[src/rtl/io_bus_ctrl_if.sv]
// Bus bundle around io_bus_ctrl: master request/response fields and the
// broadcast peripheral-side fields. The controller uses the slave view.
interface io_bus_ctrl_if #(
  parameter int ADDR_W = 32,
  parameter int DATA_W = 32,
  parameter int N_SLV  = 3
);
  logic                    m_req;
  logic                    m_we;
  logic [ADDR_W-1:0]       m_addr;
  logic [DATA_W-1:0]       m_wdata;
  logic [DATA_W/8-1:0]     m_be;
  logic                    m_ack;
  logic                    m_err;
  logic [DATA_W-1:0]       m_rdata;

  logic [N_SLV-1:0]        s_sel;
  logic                    s_we;
  logic [ADDR_W-1:0]       s_addr;
  logic [DATA_W-1:0]       s_wdata;
  logic [DATA_W/8-1:0]     s_be;
  logic [N_SLV*DATA_W-1:0] s_rdata;
  logic [N_SLV-1:0]        s_ready;

  modport master (
    output m_req, m_we, m_addr, m_wdata, m_be,
    input  m_ack, m_err, m_rdata
  );

  modport slave (
    input  m_req, m_we, m_addr, m_wdata, m_be,
    output m_ack, m_err, m_rdata,
    output s_sel, s_we, s_addr, s_wdata, s_be,
    input  s_rdata, s_ready
  );

  modport periph (
    input  s_sel, s_we, s_addr, s_wdata, s_be,
    output s_rdata, s_ready
  );
endinterface

[src/rtl/io_bus_ctrl.sv]
// Single-outstanding bus controller: decodes a master request onto one of
// N_SLV slaves, waits for ready or timeout, and returns a one-cycle ack.
module io_bus_ctrl #(
  parameter int                ADDR_W     = 32,
  parameter int                DATA_W     = 32,
  parameter int                N_SLV      = 3,
  parameter logic [ADDR_W-13:0] PERIPH_TAG = 20'hFFFFF,
  parameter logic [63:0]       SLV_MAP    = 64'hFFFF_FFFF_22FF_FF11,
  parameter int                TIMEOUT    = 255,
  parameter int                TICK_DIV   = 50000
) (
  input  logic               clk,
  input  logic               rst_n,
  io_bus_ctrl_if.slave       bus,
  output logic               dev_tick,
  output logic [7:0]         err_cnt
);
  localparam int BE_W   = DATA_W / 8;
  localparam int CNT_W  = $clog2(TIMEOUT + 1);
  localparam int TICK_W = $clog2(TICK_DIV);

  localparam logic [1:0] IDLE   = 2'd0;
  localparam logic [1:0] ACCESS = 2'd1;
  localparam logic [1:0] RESP   = 2'd2;

  logic [1:0]        state;
  logic              lat_we;
  logic [ADDR_W-1:0] lat_addr;
  logic [DATA_W-1:0] lat_wdata;
  logic [BE_W-1:0]   lat_be;
  logic [3:0]        lat_idx;
  logic [CNT_W-1:0]  acc_cnt;
  logic              resp_err;
  logic [DATA_W-1:0] resp_rdata;
  logic [TICK_W-1:0] tick_cnt;

  logic [3:0]        dec_idx;
  logic              dec_mapped;
  logic [N_SLV-1:0]  sel_vec;
  logic [DATA_W-1:0] sel_rdata;
  logic              ready_hit;
  logic              timeout_hit;
  logic              err_event;

  // Non-peripheral addresses always go to main memory on slave 0.
  always_comb begin
    // NOTE: every always_comb output gets a default first so no path leaves it unassigned (no latch).
    dec_idx = 4'd0;
    if (bus.m_addr[ADDR_W-1:12] == PERIPH_TAG)
      dec_idx = SLV_MAP[int'(bus.m_addr[7:4]) * 4 +: 4];
    dec_mapped = (dec_idx != 4'hF) && (int'(dec_idx) < N_SLV);
  end

  always_comb begin
    sel_vec   = '0;
    sel_rdata = '0;
    for (int k = 0; k < N_SLV; k++) begin
      if (lat_idx == 4'(k)) begin
        sel_vec[k] = 1'b1;
        sel_rdata  = bus.s_rdata[k*DATA_W +: DATA_W];
      end
    end
    if (state != ACCESS) sel_vec = '0;
    ready_hit   = |(sel_vec & bus.s_ready);
    timeout_hit = (state == ACCESS) && !ready_hit && (acc_cnt == CNT_W'(TIMEOUT));
    err_event   = ((state == IDLE) && bus.m_req && !dec_mapped) || timeout_hit;
  end

  always_ff @(posedge clk or negedge rst_n) begin
    // NOTE: sequential state uses non-blocking assignments so every register samples pre-edge values.
    if (!rst_n) begin
      state      <= IDLE;
      lat_we     <= 1'b0;
      lat_addr   <= '0;
      lat_wdata  <= '0;
      lat_be     <= '0;
      lat_idx    <= 4'd0;
      acc_cnt    <= '0;
      resp_err   <= 1'b0;
      resp_rdata <= '0;
    end else begin
      case (state)
        IDLE: begin
          if (bus.m_req) begin
            lat_we    <= bus.m_we;
            lat_addr  <= bus.m_addr;
            lat_wdata <= bus.m_wdata;
            lat_be    <= bus.m_be;
            lat_idx   <= dec_idx;
            acc_cnt   <= CNT_W'(1);
            if (dec_mapped) begin
              state <= ACCESS;
            end else begin
              state      <= RESP;
              resp_err   <= 1'b1;
              resp_rdata <= '0;
            end
          end
        end
        ACCESS: begin
          if (ready_hit) begin
            state      <= RESP;
            resp_err   <= 1'b0;
            resp_rdata <= lat_we ? '0 : sel_rdata;
          end else if (timeout_hit) begin
            state      <= RESP;
            resp_err   <= 1'b1;
            resp_rdata <= '0;
          end else begin
            acc_cnt <= acc_cnt + CNT_W'(1);
          end
        end
        default: state <= IDLE;
      endcase
    end
  end

  always_ff @(posedge clk or negedge rst_n) begin
    if (!rst_n) begin
      err_cnt <= 8'd0;
    end else if (err_event && (err_cnt != 8'hFF)) begin
      err_cnt <= err_cnt + 8'd1;
    end
  end

  always_ff @(posedge clk or negedge rst_n) begin
    if (!rst_n) begin
      tick_cnt <= '0;
    end else if (tick_cnt == TICK_W'(TICK_DIV - 1)) begin
      tick_cnt <= '0;
    end else begin
      tick_cnt <= tick_cnt + TICK_W'(1);
    end
  end

  assign dev_tick    = (tick_cnt == TICK_W'(TICK_DIV - 1));

  assign bus.m_ack   = (state == RESP);
  assign bus.m_err   = resp_err;
  assign bus.m_rdata = resp_rdata;
  assign bus.s_sel   = sel_vec;
  assign bus.s_we    = lat_we;
  assign bus.s_addr  = lat_addr;
  assign bus.s_wdata = lat_wdata;
  assign bus.s_be    = lat_be;
endmodule
[src/flat_wrapper.sv]
// flat-port wrapper written by rule: the top's interface ports become plain ports
module io_bus_ctrl_flat 
#(
  parameter int                ADDR_W     = 32,
  parameter int                DATA_W     = 32,
  parameter int                N_SLV      = 3,
  parameter logic [ADDR_W-13:0] PERIPH_TAG = 20'hFFFFF,
  parameter logic [63:0]       SLV_MAP    = 64'hFFFF_FFFF_22FF_FF11,
  parameter int                TIMEOUT    = 255,
  parameter int                TICK_DIV   = 50000
)
  (clk, rst_n, dev_tick, err_cnt, bus_m_req, bus_m_we, bus_m_addr, bus_m_wdata, bus_m_be, bus_m_ack, bus_m_err, bus_m_rdata, bus_s_sel, bus_s_we, bus_s_addr, bus_s_wdata, bus_s_be, bus_s_rdata, bus_s_ready);
  io_bus_ctrl_if #(.ADDR_W(ADDR_W), .DATA_W(DATA_W), .N_SLV(N_SLV)) bus_i ();
  input  logic clk;
  input  logic rst_n;
  output logic dev_tick;
  output logic [7:0] err_cnt;
  input wire logic [$bits(bus_i.m_req)-1:0] bus_m_req;
  input wire logic [$bits(bus_i.m_we)-1:0] bus_m_we;
  input wire logic [$bits(bus_i.m_addr)-1:0] bus_m_addr;
  input wire logic [$bits(bus_i.m_wdata)-1:0] bus_m_wdata;
  input wire logic [$bits(bus_i.m_be)-1:0] bus_m_be;
  output wire logic [$bits(bus_i.m_ack)-1:0] bus_m_ack;
  output wire logic [$bits(bus_i.m_err)-1:0] bus_m_err;
  output wire logic [$bits(bus_i.m_rdata)-1:0] bus_m_rdata;
  output wire logic [$bits(bus_i.s_sel)-1:0] bus_s_sel;
  output wire logic [$bits(bus_i.s_we)-1:0] bus_s_we;
  output wire logic [$bits(bus_i.s_addr)-1:0] bus_s_addr;
  output wire logic [$bits(bus_i.s_wdata)-1:0] bus_s_wdata;
  output wire logic [$bits(bus_i.s_be)-1:0] bus_s_be;
  input wire logic [$bits(bus_i.s_rdata)-1:0] bus_s_rdata;
  input wire logic [$bits(bus_i.s_ready)-1:0] bus_s_ready;
  assign bus_i.m_req = bus_m_req;
  assign bus_i.m_we = bus_m_we;
  assign bus_i.m_addr = bus_m_addr;
  assign bus_i.m_wdata = bus_m_wdata;
  assign bus_i.m_be = bus_m_be;
  assign bus_m_ack = bus_i.m_ack;
  assign bus_m_err = bus_i.m_err;
  assign bus_m_rdata = bus_i.m_rdata;
  assign bus_s_sel = bus_i.s_sel;
  assign bus_s_we = bus_i.s_we;
  assign bus_s_addr = bus_i.s_addr;
  assign bus_s_wdata = bus_i.s_wdata;
  assign bus_s_be = bus_i.s_be;
  assign bus_i.s_rdata = bus_s_rdata;
  assign bus_i.s_ready = bus_s_ready;
  io_bus_ctrl #(.ADDR_W(ADDR_W), .DATA_W(DATA_W), .N_SLV(N_SLV), .PERIPH_TAG(PERIPH_TAG), .SLV_MAP(SLV_MAP), .TIMEOUT(TIMEOUT), .TICK_DIV(TICK_DIV)) u_core (.clk(clk), .rst_n(rst_n), .bus(bus_i), .dev_tick(dev_tick), .err_cnt(err_cnt));
endmodule
[config.mk]
export PLATFORM = sky130hd
export DESIGN_NAME = io_bus_ctrl_flat
export DESIGN_NICKNAME = d
export VERILOG_FILES = /design/src/rtl/io_bus_ctrl_if.sv /design/src/rtl/io_bus_ctrl.sv /design/src/flat_wrapper.sv
export SDC_FILE = /design/constraint.sdc
export NUM_CORES = 1
export LEC_CHECK = 0
export CAP_MARGIN = 20
export CORE_MARGIN = 10
export CORE_UTILIZATION = 38
export CTS_CLUSTER_SIZE = 25
export DETAILED_ROUTE_END_ITERATION = 10
export PLACE_DENSITY_LB_ADDON = 0.25
export SLEW_MARGIN = 20
export SYNTH_ARGS = -nofsm -noshare
export SYNTH_HDL_FRONTEND = slang
export SYNTH_SLANG_ARGS = --single-unit
[constraint.sdc]
create_clock -name clk -period 1.64 [get_ports clk]
set_input_delay 0.246 -clock clk [delete_from_list [all_inputs] [get_ports clk]]
set_output_delay 0.246 -clock clk [all_outputs]
set_load 0.01 [all_outputs]
==> impl_metrics.csv <==
group,metric,value,unit
logic_synthesis,ys_seq_area_share,54.90,%
clocking,cts_tree,"built",
clocking,cts.sinks,139,
routing,antenna_left,0,
hold_path,hold_path.class,"in -> reg",
finish,stdcell_count,1257,
clocking,cts-root-buf,"clkbuf_16",
timing,rsz0062_at_grt,"yes",
routing,vias,6062,
power,p_per_area,1428,nW/um^2
floorplan,pin_count,286,
critical_path,startpoint_type,"flip-flop",
routing,drc_errors,0,
global_route,grt_overflow_total,0,
floorplan,core.rowCount,47,
logic_synthesis,synth_cell_types,43,
critical_path,end_kind,"output port",
global_route,grt_pass1_wl,35190,um
floorplan,die_area,22240,sq um
clocking,cts_buffers,17,
timing,fin_crit_sh,122.2,%
routing,vias_per_cell,4.823,
logic_synthesis,synthCells,666,
routing,drt_iter0_markers,254,
job,timing.max_cap.violations,0,
logic_synthesis,syn_area,6336,sq um
timing,fin_ws,-0.3644,ns
finish,multi_input_area,3138,sq um
critical_path,critPathRequiredTime,1.39,ns
floorplan,start_util,38.48,%
timing,clock.fmax,498.9,MHz
timing,finalSetupViolCount,55,
placement,gp_congestion,0.8532,
routing,wirelength,23010,um
timing,worst_pin_slew,0.5317,ns
routing,detail_route.wl_per_cell,18.31,um
logic_synthesis,ys_warn_count,0,
clocking,clk_pin_slew_worst_paths,0.06,ns
placement,dp.cells,1206,
finish,layout.nets,1201,
logic_synthesis,ys_seq_elements,139,
global_route,grt_max_degree,72,
timing,fin_skew,0.006730,ns
finish,layout_commonest_cell,"clkdlybuf4s50_1",
timing,slew_viol_final,0,
critical_path,cp_max_fo,2,
floorplan,die_y,149.1,um
outcome,violations,"negative setup slack",
routing,drt_pass1_iterations,4,
logic_synthesis,syn_avg_cell_area,9.514,sq um
timing,finalCriticalPeriod,2.004,ns
finish,fill_cells,1273,
finish,regArea,3481,sq um
timing,hold_viol_final,0,
placement,io_buffer_count,285,
global_route,grt_usage,20.03,%
clocking,clock_path_buffers,2,
power,leakagePower,5.528,nW
clocking,htree_levels,4,
timing,fin_setup_tns,-12.25,ns
placement,dp_hpwl,16400,um
finish,final_cell_mix,"clkdlybuf4s50_1 (235), nand2_1 (216), dfrtp_1 (137)",
finish,syn_to_final_growth,78.57,%
critical_path,arrival,1.76,ns
floorplan,fp.dieW,149.1,um
timing,slew_headroom,64.55,%
floorplan,coreArea,16470,sq um
logic_synthesis,syn-num-nets,842,
global_route,antenna_found_initial,0,
critical_path,critical_path_class,"reg -> out",
power,ir_drop,0.001017,V
clocking,clk_latency,0.42,ns
finish,n_antenna_cell,0,
global_route,grt_pass1_vias,6377,
outcome,status,"complete, but fails checks",
finish,drive_gt1_share,18.80,%
==> cell type report <==
type / instances / area share (%)
Timing Repair Buffer: 378 / 33.81
Inverter: 5 / 0.1659
Clock inverter: 9 / 1.084
Sequential cell: 139 / 30.76
Tap cell: 220 / 2.433
Clock buffer: 22 / 4.014
Multi-Input combinational cell: 484 / 27.73
==> per-stage QoR <==
| step | util [%] | total power [mW] | hold WS [ns] | area, sq um | setup slack (ns) |
|---|---|---|---|---|---|
| finish | 68.72 | 16.15 | 0.2521 | 11310 | -0.3644 |
| global route | 68.72 | 17.16 | 0.2902 | 11310 | -0.5400 |
| global placement | 60.22 | 11.15 | 0.1775 | 9916 | -0.5465 |
| CTS | 65.84 | 15.79 | 0.2418 | 10840 | -0.4337 |
| floorplan | - | 7.535 | -0.04959 | 6346 | -0.01911 |
| detailed placement | 60.22 | 11.25 | 0.1797 | 9916 | -0.5691 |
==> flip-flops by register name (all words and copies together) (netlist names) <==
name,count
u_core.acc_cnt,8
u_core.bus.m_err,1
u_core.bus.m_rdata,32
u_core.bus.s_addr,32
u_core.bus.s_be,4
u_core.bus.s_wdata,32
u_core.bus.s_we,1
u_core.err_cnt,8
u_core.lat_idx,3
u_core.state,2
u_core.tick_cnt,16
==> logic make-up after synthesis <==
logic type | share of synthesized area (%)
simple gates | 22.27
flops | 54.90
compound gates | 9.815
buf+inv | 3.298
mux | 5.549
xor+xnor | 3.179
fa+ha+maj | 0.9874
==> power breakdown <==
part           leakage, nW  switching, mW  internal, mW  total, mW
registers             1.78          0.672          4.55       5.22
clock network        0.284           1.38          2.41       3.79
logic                 3.46           3.26          3.89       7.14
total                 5.53           5.31          10.8       16.2
==> cells in the mapped netlist, drive strengths merged <==
cell type / n / area share, %
nand2: 220 / 13
dfrtp: 139 / 55
nor2: 58 / 3.5
a21oi: 35 / 2.8
mux2i: 34 / 5.4
o2bb2ai: 32 / 4.4
buf: 21 / 2.0
clkbuf: 17 / 1.0
nand4: 16 / 1.6
xor2: 15 / 2.1
nor2b: 9 / 0.89
xnor2: 8 / 1.1
nand3: 7 / 0.55
nor3: 7 / 0.55
o21ai: 7 / 0.61
ha: 5 / 0.99
inv: 5 / 0.30
nand2b: 4 / 0.39
and3: 3 / 0.30
nor3b: 3 / 0.43
and2: 2 / 0.20
o21a: 2 / 0.24
o31ai: 2 / 0.24
or2: 2 / 0.20
a21boi: 1 / 0.30
a21o: 1 / 0.12
a22o: 1 / 0.14
a2bb2oi: 1 / 0.41
mux2: 1 / 0.18
nand3b: 1 / 0.12
nand4b: 1 / 0.14
nand4bb: 1 / 0.18
nor4: 1 / 0.20
o21bai: 1 / 0.12
o22a: 1 / 0.14
o311a: 1 / 0.16
o32a: 1 / 0.16
==> metal layers <==
metal / part of all wire, % / wire, um / GRT usage, %
met2: 49 / 11310 / 33.47
met1: 40 / 9097 / 22.82
met3: 9.5 / 2179 / 8.738
met5: 0 / 0 / 0
met4: 1.9 / 426 / 5.692
==> worst paths after layout <==
| check | depth (start not counted) | slack, ns | endpoint | from |
|---|---|---|---|---|
| hold / removal | 3 | 0.25 | u_core.bus.s_addr[5]$_DFFE_PN0P_ | bus_m_addr[5] |
| setup / recovery | 6 | -0.36 | dev_tick | u_core.tick_cnt[5]$_DFF_PN0_ |
| setup reg to reg | 8 | -0.29 | u_core.bus.m_rdata[7]$_DFFE_PN0P_ | u_core.lat_idx[0]$_DFFE_PN0P_ |
| min in group asynchronous | 2 | 0.29 | u_core.bus.s_addr[16]$_DFFE_PN0P_ | rst_n |
| hold reg to reg | 2 | 0.47 | u_core.bus.s_wdata[29]$_DFFE_PN0P_ | u_core.bus.s_wdata[29]$_DFFE_PN0P_ |
| max in group asynchronous | 3 | 0.67 | u_core.bus.s_addr[14]$_DFFE_PN0P_ | rst_n |
==> worst max-delay path: stages (launching register included) <==
cell and delay [ns]:
dfrtp_1 0.38, nand2b_4 0.15, nor2_2 0.07, nand4_1 0.11, nor4_2 0.22, nor3b_2 0.24
buf_2 0.17
==> timing repair <==
| item | in CTS | in global routing |
|---|---|---|
| hold buffers | 1 | 0 |
| buffers inserted | 13 | 6 |
| setup endpoints to repair | 66 | 87 |
| hold endpoints to repair | 33 | 0 |
| pin swaps | 28 | 20 |
| cloned | 4 | 2 |
| gates resized for setup | 84 | 97 |
No activity file was read; power rests on OpenSTA's default activity.
